**config.mk**
```make
export PLATFORM = sky130hd
export DESIGN_NAME = vec_mac_pipe_flat
export DESIGN_NICKNAME = d
export VERILOG_FILES = /design/src/rtl/vec_mac_pipe_if.sv /design/src/rtl/vec_mac_pipe.sv /design/src/flat_wrapper.sv
export SDC_FILE = /design/constraint.sdc
export NUM_CORES = 1
export LEC_CHECK = 0
export BUFFER_PORTS_ARGS = -buffer_cell sky130_fd_sc_hd__buf_2
export CAP_MARGIN = 40
export CORE_MARGIN = 8
export CORE_UTILIZATION = 52
export CTS_CLUSTER_SIZE = 14
export DETAILED_ROUTE_END_ITERATION = 10
export PLACE_DENSITY = 0.7
export RECOVER_POWER = 100
export SLEW_MARGIN = 20
export SYNTH_ARGS = -nofsm -noshare
export SYNTH_HDL_FRONTEND = slang
export SYNTH_SLANG_ARGS = --single-unit
```
**constraint.sdc**
```tcl
create_clock -name clk -period 7.7 [get_ports clk]
set_clock_uncertainty 0.05 [all_clocks]
set_input_delay 0.385 -clock clk [delete_from_list [all_inputs] [get_ports clk]]
set_output_delay 0.385 -clock clk [all_outputs]
set_load 0.005 [all_outputs]
```
**src/rtl/vec_mac_pipe_if.sv**
```systemverilog
// Element/result bus of the dot-product MAC. The operand fetch side drives it as
// master; the MAC is the slave.
interface vec_mac_pipe_if #(
  parameter int DATA_W = 8,
  parameter int BIAS_W = 8,
  parameter int ACC_W  = 16
);
  logic signed [DATA_W-1:0] a;
  logic signed [DATA_W-1:0] b;
  logic        [BIAS_W-1:0] x;
  logic                     valid_in;
  logic                     flush;
  logic signed [ACC_W-1:0]  f;
  logic                     valid_out;
  logic                     overflow;
  logic                     busy;

  modport master (
    output a, b, x, valid_in, flush,
    input  f, valid_out, overflow, busy
  );

  modport slave (
    input  a, b, x, valid_in, flush,
    output f, valid_out, overflow, busy
  );
endinterface

```
**src/rtl/vec_mac_pipe.sv**
```systemverilog
// Pipelined signed multiply-accumulate: one dot product x + sum(a[i]*b[i]) per
// VEC_LEN accepted elements, with optional saturation and a per-vector overflow flag.
module vec_mac_pipe #(
  parameter int DATA_W     = 8,
  parameter int BIAS_W     = 8,
  parameter int ACC_W      = 16,
  parameter int VEC_LEN    = 3,
  parameter int MUL_STAGES = 2,
  parameter int SAT_EN     = 1
) (
  input logic           clk,
  input logic           reset,
  vec_mac_pipe_if.slave bus
);
  localparam int PROD_W = 2 * DATA_W;
  localparam int CNT_W  = (VEC_LEN > 1) ? $clog2(VEC_LEN) : 1;
  localparam logic signed [ACC_W-1:0] ACC_MAX = {1'b0, {(ACC_W-1){1'b1}}};
  localparam logic signed [ACC_W-1:0] ACC_MIN = {1'b1, {(ACC_W-1){1'b0}}};

  logic                     in_v;
  logic signed [DATA_W-1:0] in_a;
  logic signed [DATA_W-1:0] in_b;
  logic        [BIAS_W-1:0] in_x;
  logic signed [PROD_W-1:0] product;

  logic                     mul_v [MUL_STAGES];
  logic signed [PROD_W-1:0] mul_p [MUL_STAGES];
  logic        [BIAS_W-1:0] mul_x [MUL_STAGES];

  logic                     prod_v;
  logic signed [ACC_W-1:0]  prod_e;
  logic        [BIAS_W-1:0] prod_x;

  logic signed [ACC_W-1:0]  acc;
  logic        [CNT_W-1:0]  cnt;
  logic                     sticky;
  logic                     done_v;
  logic                     done_o;

  logic signed [ACC_W-1:0]  f_q;
  logic                     valid_q;
  logic                     ovf_q;

  logic                     first_elem;
  logic                     last_elem;
  logic signed [ACC_W-1:0]  add_op;
  logic signed [ACC_W-1:0]  add_sum;
  logic                     add_ovf;
  logic signed [ACC_W-1:0]  acc_next;
  logic                     sticky_next;
  logic                     stage_busy;

  always_ff @(posedge clk) begin
    if (reset || bus.flush) begin
      in_v <= 1'b0;
    end else begin
      in_v <= bus.valid_in;
      if (bus.valid_in) begin
        in_a <= bus.a;
        in_b <= bus.b;
        in_x <= bus.x;
      end
    end
  end

  assign product = in_a * in_b;

  // The multiplier is a combinational product retimed through MUL_STAGES registers.
  for (genvar s = 0; s < MUL_STAGES; s++) begin : g_mul
    if (s == 0) begin : g_first
      always_ff @(posedge clk) begin
        if (reset || bus.flush) begin
          mul_v[0] <= 1'b0;
        end else begin
          mul_v[0] <= in_v;
          if (in_v) begin
            mul_p[0] <= product;
            mul_x[0] <= in_x;
          end
        end
      end
    end else begin : g_next
      always_ff @(posedge clk) begin
        if (reset || bus.flush) begin
          mul_v[s] <= 1'b0;
        end else begin
          mul_v[s] <= mul_v[s-1];
          if (mul_v[s-1]) begin
            mul_p[s] <= mul_p[s-1];
            mul_x[s] <= mul_x[s-1];
          end
        end
      end
    end
  end

  always_ff @(posedge clk) begin
    if (reset || bus.flush) begin
      prod_v <= 1'b0;
    end else begin
      prod_v <= mul_v[MUL_STAGES-1];
      if (mul_v[MUL_STAGES-1]) begin
        prod_e <= ACC_W'(mul_p[MUL_STAGES-1]);
        prod_x <= mul_x[MUL_STAGES-1];
      end
    end
  end

  // The bias replaces the running sum on element 0, so a new vector needs no bubble.
  always_comb begin
    first_elem  = (cnt == '0);
    last_elem   = (cnt == CNT_W'(VEC_LEN - 1));
    add_op      = first_elem ? {{(ACC_W-BIAS_W){1'b0}}, prod_x} : acc;
    add_sum     = add_op + prod_e;
    add_ovf     = (add_op[ACC_W-1] == prod_e[ACC_W-1]) &&
                  (add_sum[ACC_W-1] != add_op[ACC_W-1]);
    acc_next    = add_sum;
    if ((SAT_EN != 0) && add_ovf) begin
      acc_next = add_op[ACC_W-1] ? ACC_MIN : ACC_MAX;
    end
    sticky_next = (first_elem ? 1'b0 : sticky) | add_ovf;
  end

  always_ff @(posedge clk) begin
    if (reset) begin
      acc    <= '0;
      cnt    <= '0;
      sticky <= 1'b0;
      done_v <= 1'b0;
      done_o <= 1'b0;
    end else if (bus.flush) begin
      cnt    <= '0;
      sticky <= 1'b0;
      done_v <= 1'b0;
    end else begin
      done_v <= prod_v && last_elem;
      if (prod_v) begin
        acc    <= acc_next;
        done_o <= sticky_next;
        if (last_elem) begin
          cnt    <= '0;
          sticky <= 1'b0;
        end else begin
          cnt    <= cnt + CNT_W'(1);
          sticky <= sticky_next;
        end
      end
    end
  end

  // acc still holds the finished sum here even if the next vector's element 0 is landing.
  always_ff @(posedge clk) begin
    if (reset) begin
      f_q     <= '0;
      valid_q <= 1'b0;
      ovf_q   <= 1'b0;
    end else if (bus.flush) begin
      valid_q <= 1'b0;
      ovf_q   <= 1'b0;
    end else begin
      valid_q <= done_v;
      ovf_q   <= done_v & done_o;
      if (done_v) begin
        f_q <= acc;
      end
    end
  end

  always_comb begin
    stage_busy = in_v | prod_v | done_v | (cnt != '0);
    for (int s = 0; s < MUL_STAGES; s++) begin
      stage_busy = stage_busy | mul_v[s];
    end
  end

  assign bus.f         = f_q;
  assign bus.valid_out = valid_q;
  assign bus.overflow  = ovf_q;
  assign bus.busy      = stage_busy;
endmodule

```
**src/flat_wrapper.sv**
```systemverilog
// flat-port wrapper written by rule: the top's interface ports become plain ports
module vec_mac_pipe_flat 
#(
  parameter int DATA_W     = 8,
  parameter int BIAS_W     = 8,
  parameter int ACC_W      = 16,
  parameter int VEC_LEN    = 3,
  parameter int MUL_STAGES = 2,
  parameter int SAT_EN     = 1
)
  (clk, reset, bus_a, bus_b, bus_x, bus_valid_in, bus_flush, bus_f, bus_valid_out, bus_overflow, bus_busy);
  vec_mac_pipe_if #(.DATA_W(DATA_W), .BIAS_W(BIAS_W), .ACC_W(ACC_W)) bus_i ();
  input logic clk;
  input logic reset;
  input wire logic [$bits(bus_i.a)-1:0] bus_a;
  input wire logic [$bits(bus_i.b)-1:0] bus_b;
  input wire logic [$bits(bus_i.x)-1:0] bus_x;
  input wire logic [$bits(bus_i.valid_in)-1:0] bus_valid_in;
  input wire logic [$bits(bus_i.flush)-1:0] bus_flush;
  output wire logic [$bits(bus_i.f)-1:0] bus_f;
  output wire logic [$bits(bus_i.valid_out)-1:0] bus_valid_out;
  output wire logic [$bits(bus_i.overflow)-1:0] bus_overflow;
  output wire logic [$bits(bus_i.busy)-1:0] bus_busy;
  assign bus_i.a = bus_a;
  assign bus_i.b = bus_b;
  assign bus_i.x = bus_x;
  assign bus_i.valid_in = bus_valid_in;
  assign bus_i.flush = bus_flush;
  assign bus_f = bus_i.f;
  assign bus_valid_out = bus_i.valid_out;
  assign bus_overflow = bus_i.overflow;
  assign bus_busy = bus_i.busy;
  vec_mac_pipe #(.DATA_W(DATA_W), .BIAS_W(BIAS_W), .ACC_W(ACC_W), .VEC_LEN(VEC_LEN), .MUL_STAGES(MUL_STAGES), .SAT_EN(SAT_EN)) u_core (.clk(clk), .reset(reset), .bus(bus_i));
endmodule
```
**Yosys cells after proc, flatten, opt, wreduce, memory -nomap -nowiden**

Memories as Yosys holds them, arrays and structs flattened. A register that Yosys moved wholly into a read port is not among the register bits.
Index checks and enable logic that the tools add are counted.

- Add/subtract/negate cells: 2
- Multipliers: 1
- Eq/ne operators: 3
- Multiplexer cells: 17
- Bitwise operators: 11
- Reductions and logical operators: 10

Operator list:

| kind | count |
|---|---|
| $mux 16 | 3 |
| $add 16x16->16 | 1 |
| $mul 8x8->16 | 1 |
| $mux 1 | 13 |
| $or 1x1->1 | 8 |
| $reduce_and 2->1 | 4 |
| $add 2x1->2 const B | 1 |
| $eq 2x2->1 const B | 1 |
| $logic_and 1x1->1 | 2 |
| $logic_not 2->1 | 1 |
| $mux 2 | 1 |
| $not 1->1 | 2 |
| $reduce_bool 2->1 | 1 |
| $reduce_or 2->1 | 1 |
| $and 1x1->1 | 1 |
| $eq 1x1->1 | 1 |
| $logic_or 1x1->1 | 1 |
| $ne 1x1->1 | 1 |

- Register bits: 65
- RAM bits: 50
- Input bits: 28
- Output and inout bits: 19
- Word-level logic and storage cells: 60
- Memories kept: 3

Memories:

| name | depth | bits a word | read ports | clocked after Yosys merged registers in | write ports | RTL line | RTL |
|---|---|---|---|---|---|---|---|
| u_core.mul_p | 2 | 16 | 2 | 1 | 2 | vec_mac_pipe.sv:27 | `logic signed [PROD_W-1:0] mul_p [MUL_STAGES];` |
| u_core.mul_x | 2 | 8 | 2 | 1 | 2 | vec_mac_pipe.sv:28 | `logic [BIAS_W-1:0] mul_x [MUL_STAGES];` |
| u_core.mul_v | 2 | 1 | 2 | 0 | 2 | vec_mac_pipe.sv:26 | `logic mul_v [MUL_STAGES];` |

**Depth between registers and ports, before layout**

- Depth after elaboration: 7
- Mapped depth: 17

**Worst setup path before layout**

No wires, ideal clock.

- Path kind: register to register
- Start: reg u_core.in_a[5]
- End: mem u_core.mul_p[0][15] (netlist bit) (data pin)
- Setup time: 0.261 ns
- Arrival: 4.438 ns
- Required time: 7.389 ns
- Slack: 2.951 ns
- Cell stages (with the launch flop): 18
- Buffers on the path: 0
- Period minus slack after synthesis: 4.749 ns
- Cells stage by stage: edfxtp_1 > and2_1 > fa_1 > inv_1 > fa_1 > inv_1 > fa_1 > inv_1 > fa_1 > inv_1 > ha_1 > o21ai_0 > o21bai_1 > a2111o_1 > a31o_2 > a21oi_1 > o21ai_0 > xnor2_1

RTL lines:

| item | RTL line | RTL |
|---|---|---|
| start: declaration | vec_mac_pipe.sv:21 | `logic signed [DATA_W-1:0] in_a;` |
| start signal: assignment | vec_mac_pipe.sv:59 | `in_a <= bus.a;` |
| end: declaration | vec_mac_pipe.sv:27 |  |

==> results_dict.tcl <==
set metrics [dict create \
    n_antenna_cell 0 \
    period_share 0.6477 \
    grtUsageTotal 0.1467 \
    post_cts_buffers 0 \
    report.final.slew_viol_count 0 \
    ir_drop_v 0.0001705 \
    ctsResizeCount 0 \
    die_h_um 138.2 \
    syn_avg_cell_area_um2 11.60 \
    drc 0 \
    pin_count 47 \
    dpl_worst_slack_ns 2.700 \
    wirelength_um 13370 \
    synth_cells 670 \
    yosys_most_used_dff "edfxtp_1" \
    grt_pass1_wl_um 23360 \
    worst_slack_ns 2.713 \
    reg2reg_to "u_core.mul_p[0][15]$_DFFE_PP_" \
    num_rows 44 \
    synth-seq-area-share 0.4818 \
    grt_pass1_vias 5065 \
    grt_overflow 0 \
    worst_pin_slew_ns 1.490 \
    die_w_um 138.2 \
    hpwl_um 10310 \
    die_area_mm2 0.01911 \
    startpoint_type "register" \
    critical_path_peak_fanout 8 \
    highest_layer "met4" \
    cts.sinks 139 \
    path_class "register to register" \
    nets 850 \
    maxCapViolCount 1 \
    drt-pass1-iter-count 4 \
    synth_cell_types 49 \
    endpoint "u_core.mul_p[0][15]$_DFFE_PP_" \
    arrival_ns 5.10 \
    clkTransAtPathRegs_ns 0.06 \
    reg2reg_depth 17 \
    m1WireLength_um 5510 \
    end_kind "register" \
    wl_met3_um 608 \
    fmax_mhz 200.5 \
    port_buffers 46 \
    final-hold-violation-count 0 \
    cts_hold_buf 0 \
    hold_depth 1 \
    crit_chain "and2_0 > fa_1 > inv_1 > fa_1 > inv_1 > fa_1 > inv_1 > fa_1 > inv_1 > ha_1 > o21ai_0 > o21bai_1 > a2111o_1 > a31o_2 > a21oi_1 > o21ai_0 > xnor2_1" \
    cts_root_buffer "clkbuf_16" \
    setup_viol 0 \
    core_mm2 0.01459 \
    cts_made_buffers 17 \
    finalSetupTns_ns 0 \
    period_needed_ns 4.987 \
    synthArstFlopShare 0 \
    viasPerCell 5.144 \
    slowest_delay_ns 0.53 \
    status "finished, violations left" \
    syn_area_mm2 0.007770 \
    violations "capacitance limit" \
    met2_length_um 7074 \
    cts.path.max_buffers 2 \
    antenna_found_initial 0 \
    drive_gt1_frac 0.09809 \
    critPathSlowestCell "fa_1" \
    place_congestion 0.8603 \
    postRouteAntennaNets 0 \
    hold_path.class "primary input to register" \
    yosysWarnings 0 \
    syn2layout_area_growth_pct 12.46 \
    worstPathRequired_ns 7.81 \
    vias 4722 \
    r2r_start "u_core.in_a[5]$_DFFE_PP_" \
    synth-edff-count 96 \
    min-delay-start "bus_x[6]" \
    power.density_mw_per_mm2 253.6 \
    wl_per_cell_um 14.56 \
    regToRegSetupSlack_ns 2.71 \
    worstSkewPairLatency_ns 0.41 \
    syn_nets 798 \
    relSlewSlack 0.006576 \
    startpoint "u_core.in_a[5]$_DFFE_PP_" \
    drtIter0Drc 238 \
    grt_max_degree 38 \
    cts_tree "yes" \
    rsz0062_at_grt "false" \
    htree_levels 4 \
    p_leak_nw 3.544 \
    ys_ff_latch 139 \
    start_util 0.5326 \
]
## metal layers
layer  GRT usage  vias up
met1      0.1582     2246
met4     0.04920        0
met5           0        -
met2      0.2697      111
met3     0.04075       20
li1            -     2345
## cell usage after synthesis, types with 2 or more instances
| library cell | instances | area [um^2] |
|---|---|---|
| or3_1 | 2 | 12.51 |
| a21o_1 | 5 | 37.54 |
| buf_2 | 6 | 30.03 |
| nor3_1 | 2 | 10.01 |
| a31oi_1 | 3 | 18.77 |
| xor2_1 | 7 | 61.31 |
| nand4_1 | 3 | 18.77 |
| nand3_1 | 7 | 35.03 |
| ha_1 | 44 | 550.5 |
| a211oi_1 | 16 | 120.1 |
| a211o_1 | 2 | 17.52 |
| o21ai_0 | 10 | 50.05 |
| clkbuf_1 | 12 | 45.04 |
| or2_2 | 3 | 18.77 |
| nor2b_1 | 9 | 56.30 |
| dfxtp_1 | 43 | 860.8 |
| o21bai_1 | 4 | 30.03 |
| inv_1 | 84 | 315.3 |
| mux2_2 | 9 | 101.4 |
| nor2_1 | 24 | 90.09 |
| edfxtp_1 | 96 | 2883 |
| and3_1 | 3 | 18.77 |
| a21oi_1 | 35 | 175.2 |
| nand2_1 | 71 | 266.5 |
| a311oi_1 | 2 | 17.52 |
| o211ai_1 | 2 | 15.01 |
| fa_1 | 56 | 1121 |
| and2_1 | 60 | 375.4 |
| xnor2_1 | 24 | 210.2 |
| nand2b_1 | 7 | 43.79 |
## power breakdown
group,leakage [nW],internal (mW),switching [mW],total (mW)
sequential,1.22,0.843,0.00939,0.852
clock,0.302,0.499,0.302,0.801
combinational,2.02,0.262,0.302,0.563
total,3.54,1.60,0.613,2.22
## worst min path at each step
| stage | end | slack (ns) |
|---|---|---|
| 2_1_floorplan | u_core.mul_p[1][0]$_DFFE_PP_ | 0.35 |
| 3_3_place_gp | u_core.mul_p[1][12]$_DFFE_PP_ | 0.35 |
| 3_5_place_dp | u_core.mul_p[1][14]$_DFFE_PP_ | 0.35 |
| 4_1_cts | u_core.in_a[0]$_DFFE_PP_ | 0.08 |
| 5_1_grt | u_core.in_x[6]$_DFFE_PP_ | 0.08 |
| 6_report | u_core.in_x[6]$_DFFE_PP_ | 0.09 |
## area by class of cell
| class | count | area, um^2 |
|---|---|---|
| Tap cell | 184 | 230.2 |
| Timing Repair Buffer | 52 | 235.2 |
| Multi-Input combinational cell | 428 | 3618 |
| Sequential cell | 139 | 3744 |
| Fill cell | 1183 | 5851 |
| Inverter | 84 | 315.3 |
| Clock buffer | 24 | 548.0 |
| Clock inverter | 7 | 47.55 |
## cells in the final DEF, fill, tap and decap left out, types with 4 or more instances in the layout
cell type | synthesis | layout
a211oi_1 | 16 | 17
fa_1 | 56 | 56
nand2b_1 | 7 | 7
o21ai_0 | 10 | 11
a21oi_1 | 35 | 35
and2_0 | 0 | 13
inv_1 | 84 | 84
edfxtp_1 | 96 | 96
o21bai_1 | 4 | 4
nand3_1 | 7 | 7
dfxtp_1 | 43 | 43
xor2_1 | 7 | 7
nand2_1 | 71 | 71
buf_2 | 6 | 26
and2_1 | 60 | 47
and3_1 | 3 | 4
nor2_1 | 24 | 24
ha_1 | 44 | 44
clkbuf_1 | 12 | 25
nor2b_1 | 9 | 9
a21o_1 | 5 | 5
clkbuf_16 | 0 | 21
mux2_2 | 9 | 9
xnor2_1 | 24 | 24
## sequential cells by signal, indices dropped and copies added, names as in the netlist, 2 cells and up
signal         count
u_core.acc        16
u_core.bus.f      16
u_core.cnt         2
u_core.in_a        8
u_core.in_b        8
u_core.in_x        8
u_core.mul_p      32
u_core.mul_v       2
u_core.mul_x      16
u_core.prod_e     16
u_core.prod_x      8
## through the flow
| stage | total power, mW | util | std cells | cell area, um^2 | hold WS (ns) |
|---|---|---|---|---|---|
| 2_1_floorplan | 1.326 | - | 670 | 7770 | 0.3503 |
| 3_3_place_gp | 1.407 | 0.5593 | 882 | 8159 | 0.3517 |
| 3_5_place_dp | 1.434 | 0.5636 | 887 | 8223 | 0.3545 |
| 4_1_cts | 2.239 | 0.6045 | 918 | 8818 | 0.07871 |
| 5_1_grt | 2.357 | 0.5990 | 918 | 8738 | 0.07694 |
| 6_report | 2.216 | 0.5990 | 918 | 8738 | 0.09468 |
## critical path: cells and delay by family, from the launching register on
kind | cells | cell delay [ns]
xor+xnor | 1 | 0.14
buf+inv | 4 | 0.19
compound gates | 6 | 1.20
fa+ha+maj | 5 | 2.41
simple gates | 1 | 0.23
flops | 1 | 0.48
## logic make-up (layout without fill, tap and decap cells)
| family | after synthesis | in the layout | share of synthesized area |
|---|---|---|---|
| compound gates | 92 | 92 | 0.07649 |
| simple gates | 195 | 195 | 0.1266 |
| xor+xnor | 31 | 31 | 0.03494 |
| mux | 10 | 10 | 0.01433 |
| flops | 139 | 139 | 0.4818 |
| buf+inv | 103 | 167 | 0.05072 |
| fa+ha+maj | 100 | 100 | 0.2151 |
Note: power is estimated with default switching activity, not from simulation.
